[src/rtl/aha_reset_req_sequencer_if.sv]
// Command and reset-controller signal bundle for aha_reset_req_sequencer.
// master = platform/environment side, slave = the sequencer.
interface aha_reset_req_sequencer_if #(
  parameter int NUM_DOMAINS = 13
);
  localparam int IDX_W = $clog2(NUM_DOMAINS);

  logic                   CMD_VALID;
  logic                   CMD_READY;
  logic [NUM_DOMAINS-1:0] CMD_MASK;
  logic [NUM_DOMAINS-1:0] REQ;
  logic [NUM_DOMAINS-1:0] ACK;
  logic                   BUSY;
  logic                   DONE;
  logic [NUM_DOMAINS-1:0] ERR_MASK;
  logic [IDX_W-1:0]       CUR_IDX;

  modport master (
    output CMD_VALID, CMD_MASK, ACK,
    input  CMD_READY, REQ, BUSY, DONE, ERR_MASK, CUR_IDX
  );

  modport slave (
    input  CMD_VALID, CMD_MASK, ACK,
    output CMD_READY, REQ, BUSY, DONE, ERR_MASK, CUR_IDX
  );
endinterface

[src/rtl/aha_reset_req_sequencer.sv]
// Per-domain reset REQ/ACK sequencer, one 4-phase handshake at a time in ascending order; AHA_RESET_SEQ_TIMEOUT_EN enables per-phase timeouts.
// Latency: ACK seen 2 cycles after arrival, DONE 2 cycles after an empty command; backpressure: CMD_READY low from accept until after DONE.
module aha_reset_req_sequencer #(
  parameter int NUM_DOMAINS    = 13,
  parameter int TIMEOUT_CYCLES = 256
) (
  input logic                         CLK,
  input logic                         RESET,
  aha_reset_req_sequencer_if.slave    bus
);

  localparam int IDX_W = $clog2(NUM_DOMAINS);

  typedef enum logic [2:0] {
    IDLE   = 3'd0,
    SCAN   = 3'd1,
    REQ_HI = 3'd2,
    REQ_LO = 3'd3,
    FIN    = 3'd4
  } state_t;

  state_t                 state;
  logic [NUM_DOMAINS-1:0] pending;
  logic [NUM_DOMAINS-1:0] sel_oh;
  logic [NUM_DOMAINS-1:0] req_r;
  logic                   busy_r;
  logic                   done_r;
  logic                   cmd_ready_r;
  logic [IDX_W-1:0]       cur_idx_r;

  logic [NUM_DOMAINS-1:0] ack_meta;
  logic [NUM_DOMAINS-1:0] ack_s;
  logic [NUM_DOMAINS-1:0] low_oh;
  logic [IDX_W-1:0]       low_idx;
  logic                   ack_hit;

  // ACK comes from other clock domains; only ack_s may reach the FSM.
  always_ff @(posedge CLK) begin
    if (RESET) begin
      ack_meta <= '0;
      ack_s    <= '0;
    end else begin
      ack_meta <= bus.ACK;
      ack_s    <= ack_meta;
    end
  end

  // Two's-complement trick isolates the lowest pending domain.
  assign low_oh  = pending & (~pending + NUM_DOMAINS'(1));
  assign ack_hit = |(ack_s & sel_oh);

  always_comb begin
    low_idx = '0;
    for (int i = NUM_DOMAINS - 1; i >= 0; i--) begin
      if (pending[i]) low_idx = IDX_W'(i);
    end
  end

`ifdef AHA_RESET_SEQ_TIMEOUT_EN
  localparam logic [15:0] TIMEOUT_LAST = 16'(TIMEOUT_CYCLES - 1);

  logic [15:0]            timer;
  logic [NUM_DOMAINS-1:0] err_mask_r;
  logic                   timeout;

  assign timeout      = (timer == TIMEOUT_LAST);
  assign bus.ERR_MASK = err_mask_r;
`else
  logic [15:0] unused_timeout_cfg;

  assign unused_timeout_cfg = 16'(TIMEOUT_CYCLES);
  assign bus.ERR_MASK       = '0;
`endif

  always_ff @(posedge CLK) begin
    if (RESET) begin
      state       <= IDLE;
      pending     <= '0;
      sel_oh      <= '0;
      req_r       <= '0;
      busy_r      <= 1'b0;
      done_r      <= 1'b0;
      cmd_ready_r <= 1'b0;
      cur_idx_r   <= '0;
`ifdef AHA_RESET_SEQ_TIMEOUT_EN
      timer       <= '0;
      err_mask_r  <= '0;
`endif
    end else begin
      done_r <= 1'b0;
      case (state)
        IDLE: begin
          cmd_ready_r <= 1'b1;
          if (bus.CMD_VALID && cmd_ready_r) begin
            pending     <= bus.CMD_MASK;
            busy_r      <= 1'b1;
            cmd_ready_r <= 1'b0;
            state       <= SCAN;
`ifdef AHA_RESET_SEQ_TIMEOUT_EN
            err_mask_r  <= '0;
`endif
          end
        end

        SCAN: begin
          if (pending == '0) begin
            done_r <= 1'b1;
            state  <= FIN;
          end else begin
            cur_idx_r <= low_idx;
            sel_oh    <= low_oh;
            req_r     <= low_oh;
            state     <= REQ_HI;
`ifdef AHA_RESET_SEQ_TIMEOUT_EN
            timer     <= '0;
`endif
          end
        end

        // ACK is tested before timeout so a same-cycle ACK records no error.
        REQ_HI: begin
          if (ack_hit) begin
            req_r <= '0;
            state <= REQ_LO;
`ifdef AHA_RESET_SEQ_TIMEOUT_EN
            timer <= '0;
          end else if (timeout) begin
            err_mask_r <= err_mask_r | sel_oh;
            req_r      <= '0;
            timer      <= '0;
            state      <= REQ_LO;
          end else if (timer != 16'hFFFF) begin
            timer <= timer + 16'd1;
`endif
          end
        end

        REQ_LO: begin
          if (!ack_hit) begin
            pending <= pending & ~sel_oh;
            state   <= SCAN;
`ifdef AHA_RESET_SEQ_TIMEOUT_EN
          end else if (timeout) begin
            err_mask_r <= err_mask_r | sel_oh;
            pending    <= pending & ~sel_oh;
            state      <= SCAN;
          end else if (timer != 16'hFFFF) begin
            timer <= timer + 16'd1;
`endif
          end
        end

        FIN: begin
          busy_r      <= 1'b0;
          cmd_ready_r <= 1'b1;
          state       <= IDLE;
        end

        default: state <= IDLE;
      endcase
    end
  end

  assign bus.CMD_READY = cmd_ready_r;
  assign bus.REQ       = req_r;
  assign bus.BUSY      = busy_r;
  assign bus.DONE      = done_r;
  assign bus.CUR_IDX   = cur_idx_r;

endmodule
[src/flat_wrapper.sv]
// flat-port wrapper written by rule: the top's interface ports become plain ports
module aha_reset_req_sequencer_flat 
#(
  parameter int NUM_DOMAINS    = 13,
  parameter int TIMEOUT_CYCLES = 256
)
  (CLK, RESET, bus_CMD_VALID, bus_CMD_MASK, bus_ACK, bus_CMD_READY, bus_REQ, bus_BUSY, bus_DONE, bus_ERR_MASK, bus_CUR_IDX);
  aha_reset_req_sequencer_if #(.NUM_DOMAINS(NUM_DOMAINS)) bus_i ();
  input logic CLK;
  input logic RESET;
  input wire logic [$bits(bus_i.CMD_VALID)-1:0] bus_CMD_VALID;
  input wire logic [$bits(bus_i.CMD_MASK)-1:0] bus_CMD_MASK;
  input wire logic [$bits(bus_i.ACK)-1:0] bus_ACK;
  output wire logic [$bits(bus_i.CMD_READY)-1:0] bus_CMD_READY;
  output wire logic [$bits(bus_i.REQ)-1:0] bus_REQ;
  output wire logic [$bits(bus_i.BUSY)-1:0] bus_BUSY;
  output wire logic [$bits(bus_i.DONE)-1:0] bus_DONE;
  output wire logic [$bits(bus_i.ERR_MASK)-1:0] bus_ERR_MASK;
  output wire logic [$bits(bus_i.CUR_IDX)-1:0] bus_CUR_IDX;
  assign bus_i.CMD_VALID = bus_CMD_VALID;
  assign bus_i.CMD_MASK = bus_CMD_MASK;
  assign bus_i.ACK = bus_ACK;
  assign bus_CMD_READY = bus_i.CMD_READY;
  assign bus_REQ = bus_i.REQ;
  assign bus_BUSY = bus_i.BUSY;
  assign bus_DONE = bus_i.DONE;
  assign bus_ERR_MASK = bus_i.ERR_MASK;
  assign bus_CUR_IDX = bus_i.CUR_IDX;
  aha_reset_req_sequencer #(.NUM_DOMAINS(NUM_DOMAINS), .TIMEOUT_CYCLES(TIMEOUT_CYCLES)) u_core (.CLK(CLK), .RESET(RESET), .bus(bus_i));
endmodule
[config.mk]
export PLATFORM = sky130hd
export DESIGN_NAME = aha_reset_req_sequencer_flat
export DESIGN_NICKNAME = d
export VERILOG_FILES = /design/src/rtl/aha_reset_req_sequencer_if.sv /design/src/rtl/aha_reset_req_sequencer.sv /design/src/flat_wrapper.sv
export SDC_FILE = /design/constraint.sdc
export NUM_CORES = 1
export LEC_CHECK = 0
export CORE_ASPECT_RATIO = 1.75
export CORE_MARGIN = 5
export CORE_UTILIZATION = 30
export DETAILED_ROUTE_END_ITERATION = 6
export SLEW_MARGIN = 20
export SYNTH_ARGS = -nofsm -noshare
export SYNTH_HDL_FRONTEND = slang
export SYNTH_SLANG_ARGS = --single-unit
[constraint.sdc]
create_clock -name CLK -period 4.4 [get_ports CLK]
set_clock_uncertainty 0.05 [all_clocks]
set_input_delay 0.88 -clock CLK [delete_from_list [all_inputs] [get_ports CLK]]
set_output_delay 0.88 -clock CLK [all_outputs]
set_load 0.02 [all_outputs]
### Yosys cells after proc, flatten, opt, wreduce, memory -nomap -nowiden

Cells that the tools add are included.

| operators by class | value |
|---|---|
| $add $sub $neg | 1 |
| multiplexer cells | 29 |
| bitwise logic cells | 7 |
| reductions and logical operators | 13 |
| equality and inequality tests | 8 |

Operators with widths:

| cell | number |
|---|---|
| two-way mux 13 bit | 4 |
| two-way mux 4 bit | 13 |
| case mux 13 bit (2 select lines) | 2 |
| AND 13 bit | 3 |
| inverter 13 bit | 2 |
| adder 13 x 1 -> 13 bit (second input constant) | 1 |
| logical NOT 13 bit | 1 |
| OR reduction 13 bit | 1 |
| two-way mux 3 bit | 4 |
| case mux 3 bit (4 select lines) | 1 |
| AND reduction 3 bit | 3 |
| equality test 3 x 2 -> 1 bit (second input constant) | 2 |
| nonzero test 2 bit | 3 |
| inequality test 2 x 1 -> 1 bit (second input constant) | 2 |
| inequality test 2 bit (second input constant) | 2 |
| case mux 1 bit (2 select lines) | 2 |
| AND reduction 2 bit | 2 |
| equality test 3 x 1 -> 1 bit (second input constant) | 1 |
| equality test 3 bit (second input constant) | 1 |
| logical NOT 3 bit | 1 |
| two-way mux 1 bit | 3 |
| inverter 1 bit | 2 |
| OR reduction 2 bit | 1 |
| logical AND 1 bit | 1 |

| word-level totals | value |
|---|---|
| word-level logic and storage cells | 68 |
| bits in registers | 75 |
| output and inout port bits | 33 |
| bits of input ports | 29 |

### Logic depth before layout (Yosys ltp)

| depth | value |
|---|---|
| depth after elaboration | 13 |
| gate-level depth with buffers | 7 |
| gate-level depth less buffers | 5 |

### Least setup slack after synthesis

No wires, ideal clock.

| timing path | value |
|---|---|
| path type | input to register |
| start point | input port RESET |
| end point | register u_core.pending[8] |
| library setup time | 0.070 ns |
| path buffers | 2 |
| data arrival time | 1.826 ns |
| data required time | 4.280 ns |
| path slack | 2.454 ns |
| stages on the path | 5 |
| path through | clkbuf_1 -> nor3_2 -> buf_2 -> a21oi_1 -> a21oi_1 |

RTL lines:

| element | RTL line | RTL |
|---|---|---|
| start: declaration | flat_wrapper.sv:10 | `input logic RESET;` |
| end signal: assignment | aha_reset_req_sequencer.sv:95 | `pending <= bus.CMD_MASK;` |
| end signal: assignment | aha_reset_req_sequencer.sv:140 | `pending <= pending & ~sel_oh;` |
| end: declaration | aha_reset_req_sequencer.sv:23 | `logic [NUM_DOMAINS-1:0] pending;` |

### Worst setup path after layout

| timing path | value |
|---|---|
| start point | register u_core.pending[0] |
| end point | register u_core.req_r[8], in the netlist u_core.bus.REQ[8] |

| between the ends | value |
|---|---|
| cells in the longest elaborated chain, start to end | 5 |
| elaborated cells between the ends (all ways) | 8 |
| those cells by class | add/sub: 1; eq/ne: 1; mux: 2; bitwise: 2; reduce/logical: 2 |

Ends and longest elaborated chain:

| element | RTL line | RTL |
|---|---|---|
| inverter 13 bit | aha_reset_req_sequencer.sv:49 | `assign low_oh = pending & (~pending + NUM_DOMAINS'(1));` |
| adder 13 x 1 -> 13 bit | aha_reset_req_sequencer.sv:49 |  |
| AND 13 bit | aha_reset_req_sequencer.sv:49 |  |
| two-way mux 13 bit | aha_reset_req_sequencer.sv:106 | `if (pending == '0) begin` |
| case mux 13 bit (2 select lines) | aha_reset_req_sequencer.sv:91 | `case (state)` |
| end signal: assignment | aha_reset_req_sequencer.sv:112 | `req_r <= low_oh;` |
| end: declaration | aha_reset_req_sequencer.sv:25 | `logic [NUM_DOMAINS-1:0] req_r;` |

Several ways; a longest one is shown, not always the timed one. The select of a mux whose other input is x is not followed.
A chain may end at the register's enable or synchronous reset.

==> metrics.cfg <==
[clock_network]
ctsHtreeMaxLevel=3
clockRootBuffer=clkbuf_16
cts_setup_buffers=0
clk_path_buf_depth=2
cts.sinks=75
ctsHoldBuffers=0
clk_latency_ps=340
ctsResizeCount=0
clkTransAtPathRegs_ps=60
cts_tree=yes
numCtsBuffers=9

[global_routing]
grt.total_usage_pct=12.38
grt_pass1_vias=2340
grt_start_max_net_pins=56
gr-total-overflow=0
antenna_found_initial=0
grt_pass1_wl_um=11530

[setup_path]
crit_path_max_fanout=26
path_delay_family=simple AND/OR/NAND/NOR gates
cpMaxStageDelayCell=and3_1
crit_required_ps=4630
cp.arrival_ps=2520
cpPeakStageDelay_ps=470
cp-startpoint=u_core.pending[0]$_SDFFE_PP0P_
crit_chain=nor4_4 -> nand4b_2 -> nand2_2 -> and3_1 -> a22o_1
crit_type=flip-flop to flip-flop
r2r_start=u_core.pending[0]$_SDFFE_PP0P_
crit_path_start_kind=flip-flop
critPathCaptureType=flip-flop
critical_path_buf_inv_count=0

[sta]
finalCriticalPeriod_ps=2290
hold_viol=0
hold_ws_ps=385.1
max-slew-margin-rel_pct=54.75
setup_tns_ps=0
worst_pin_slew_ps=678.7
rsz0062_at_grt=false
fmax_mhz=436.6
fin_crit_sh_pct=52.05
setup_violations=0
drv_slew=0
fin_ws_ps=2110

[detailed_routing]
drtIter0Drc=172
wire_per_inst_um=14.57
totalWireLength_um=7127
first_pass_iters=4
drc=0
vias=2409
postRouteAntennaNets=0
avgViaCountPerCell=4.926

[pwr]
power-per-cell-area_nw_per_um2=437.5
ir_drop_uv=277.5
p_int_w=0.001275
pwr-share-comb_pct=7.8
leakage_nw=1.372
seqPwrFrac_pct=43.3
switching_share_pct=22.92
power.switching_w=0.0003791
clockPowerShare_pct=48.9

[placement]
place_inst=473
hpwl_um=5175
port_buffers=48
place_ws_ps=1642
place_congestion=0.8640

[die]
pin_count=62
rows=47
die_w_um=84.58
core-area_um2=9527
die-area_um2=11890
start_util_pct=30.65
fp.dieH_um=140.5

[synth]
synth_warnings=0
async_flop_share_pct=0
ys_seq_elements=75
yosys.area.top_type=dfxtp_1
yosysSeqAreaShare_pct=51.41
synth_common_cells=dfxtp_1, a21oi_1, nor2_1, nor2b_1, nand2_1
ys_types=38
ys_top_cells_by_area=dfxtp_1, a21oi_1, nor2b_1
synth_edf_count=0
avgSynthCellArea_um2=9.212
synth.most_common_cell=dfxtp_1
synth_top_area_share_pct=51.41
synth_ff_type=dfxtp_1
syn_area_um2=2920
postSynthCellCount=317

[worst_hold_path]
hp-class=flip-flop to flip-flop
min_from=u_core.ack_meta[6]$_SDFF_PP0_

[run]
maxCapViolCount=0

[status]
status=finished clean

[finish]
fin_cells=489
num_antenna_cells=0
num-nets-final=391
area_growth_pct=29.43
drive_gt1_share_pct=7.357
fillers=957

## layer usage
layer,vias up,track usage [%],wire (um)
met5,-,0,0
met4,0,7.923,261
met3,17,3.584,421
met2,88,20.57,3619
met1,1111,13.60,2824
li1,1193,-,-
## state kept, by name, indices dropped and copies added (netlist names), 3 cells and up
| register | cells |
|---|---|
| u_core.ack_meta | 13 |
| u_core.ack_s | 13 |
| u_core.bus.CUR_IDX | 4 |
| u_core.bus.REQ | 13 |
| u_core.pending | 13 |
| u_core.sel_oh | 13 |
| u_core.state | 3 |
## stage by stage
| step | utilization (%) | cell area, um^2 | total power, W |
|---|---|---|---|
| floorplan | - | 2965 | 0.0008161 |
| global placement | 36.13 | 3442 | 0.0008572 |
| detailed placement | 36.13 | 3442 | 0.0008601 |
| CTS | 39.64 | 3776 | 0.001673 |
| global route | 39.68 | 3780 | 0.001718 |
| finish | 39.68 | 3780 | 0.001654 |
## worst paths after layout
kind	slack (ps)	end	cells past startpoint
worst max-delay path	2110	u_core.bus.REQ[8]$_SDFFE_PP0P_	5
worst max register to register	2110	u_core.bus.REQ[8]$_SDFFE_PP0P_	5
worst min-delay path	390	u_core.ack_s[6]$_SDFF_PP0_	1
worst min register to register	390	u_core.ack_s[6]$_SDFF_PP0_	1
## cell type report
type | count | area (um^2) | area share [%]
flip-flops and latches | 75 | 1501 | 39.72
multi-input cells | 221 | 1282 | 33.93
repair buffers | 50 | 490.5 | 12.98
clock buffers | 10 | 239.0 | 6.322
well taps | 122 | 152.6 | 4.038
clock inverters | 6 | 95.09 | 2.516
inverters | 5 | 18.77 | 0.4965
## power groups by stage
stage	Sequential, W	Combinational, W	Clock [W]
2_1_floorplan	0.000729	0.0000867	0
3_3_place_gp	0.000730	0.000127	0
3_5_place_dp	0.000731	0.000129	0
4_1_cts	0.000716	0.000129	0.000828
5_1_grt	0.000718	0.000143	0.000857
6_report	0.000716	0.000129	0.000809
## placed cells by master, fill, tap and decap left out, drive strengths merged, types with 2 or more instances in the layout
cell / instances
a211oi: 2
a21oi: 51
a22o: 2
a22oi: 19
a32o: 2
a32oi: 2
and2: 2
and3: 4
buf: 3
bufinv: 2
clkbuf: 10
clkdlybuf4s50: 47
conb: 13
dfxtp: 75
inv: 8
nand2: 22
nand2b: 4
nand3: 7
nand4: 3
nand4b: 2
nor2: 31
nor2b: 29
nor3: 3
nor4: 3
o21ai: 2
o2bb2ai: 4
o311ai: 2
or3: 4
## cells by family (layout without fill, tap and decap cells)
kind of cell           Yosys count  after routing  share of synthesized area, %
AO/OA/AOI/OAI                   91             91                         19.75
flip-flops                      75             75                         51.41
AND/OR/NAND/NOR                117            117                         22.36
other                            1             13                        0.1284
buffers and inverters           33             71                         6.341
(Power assumes the default switching activity.)
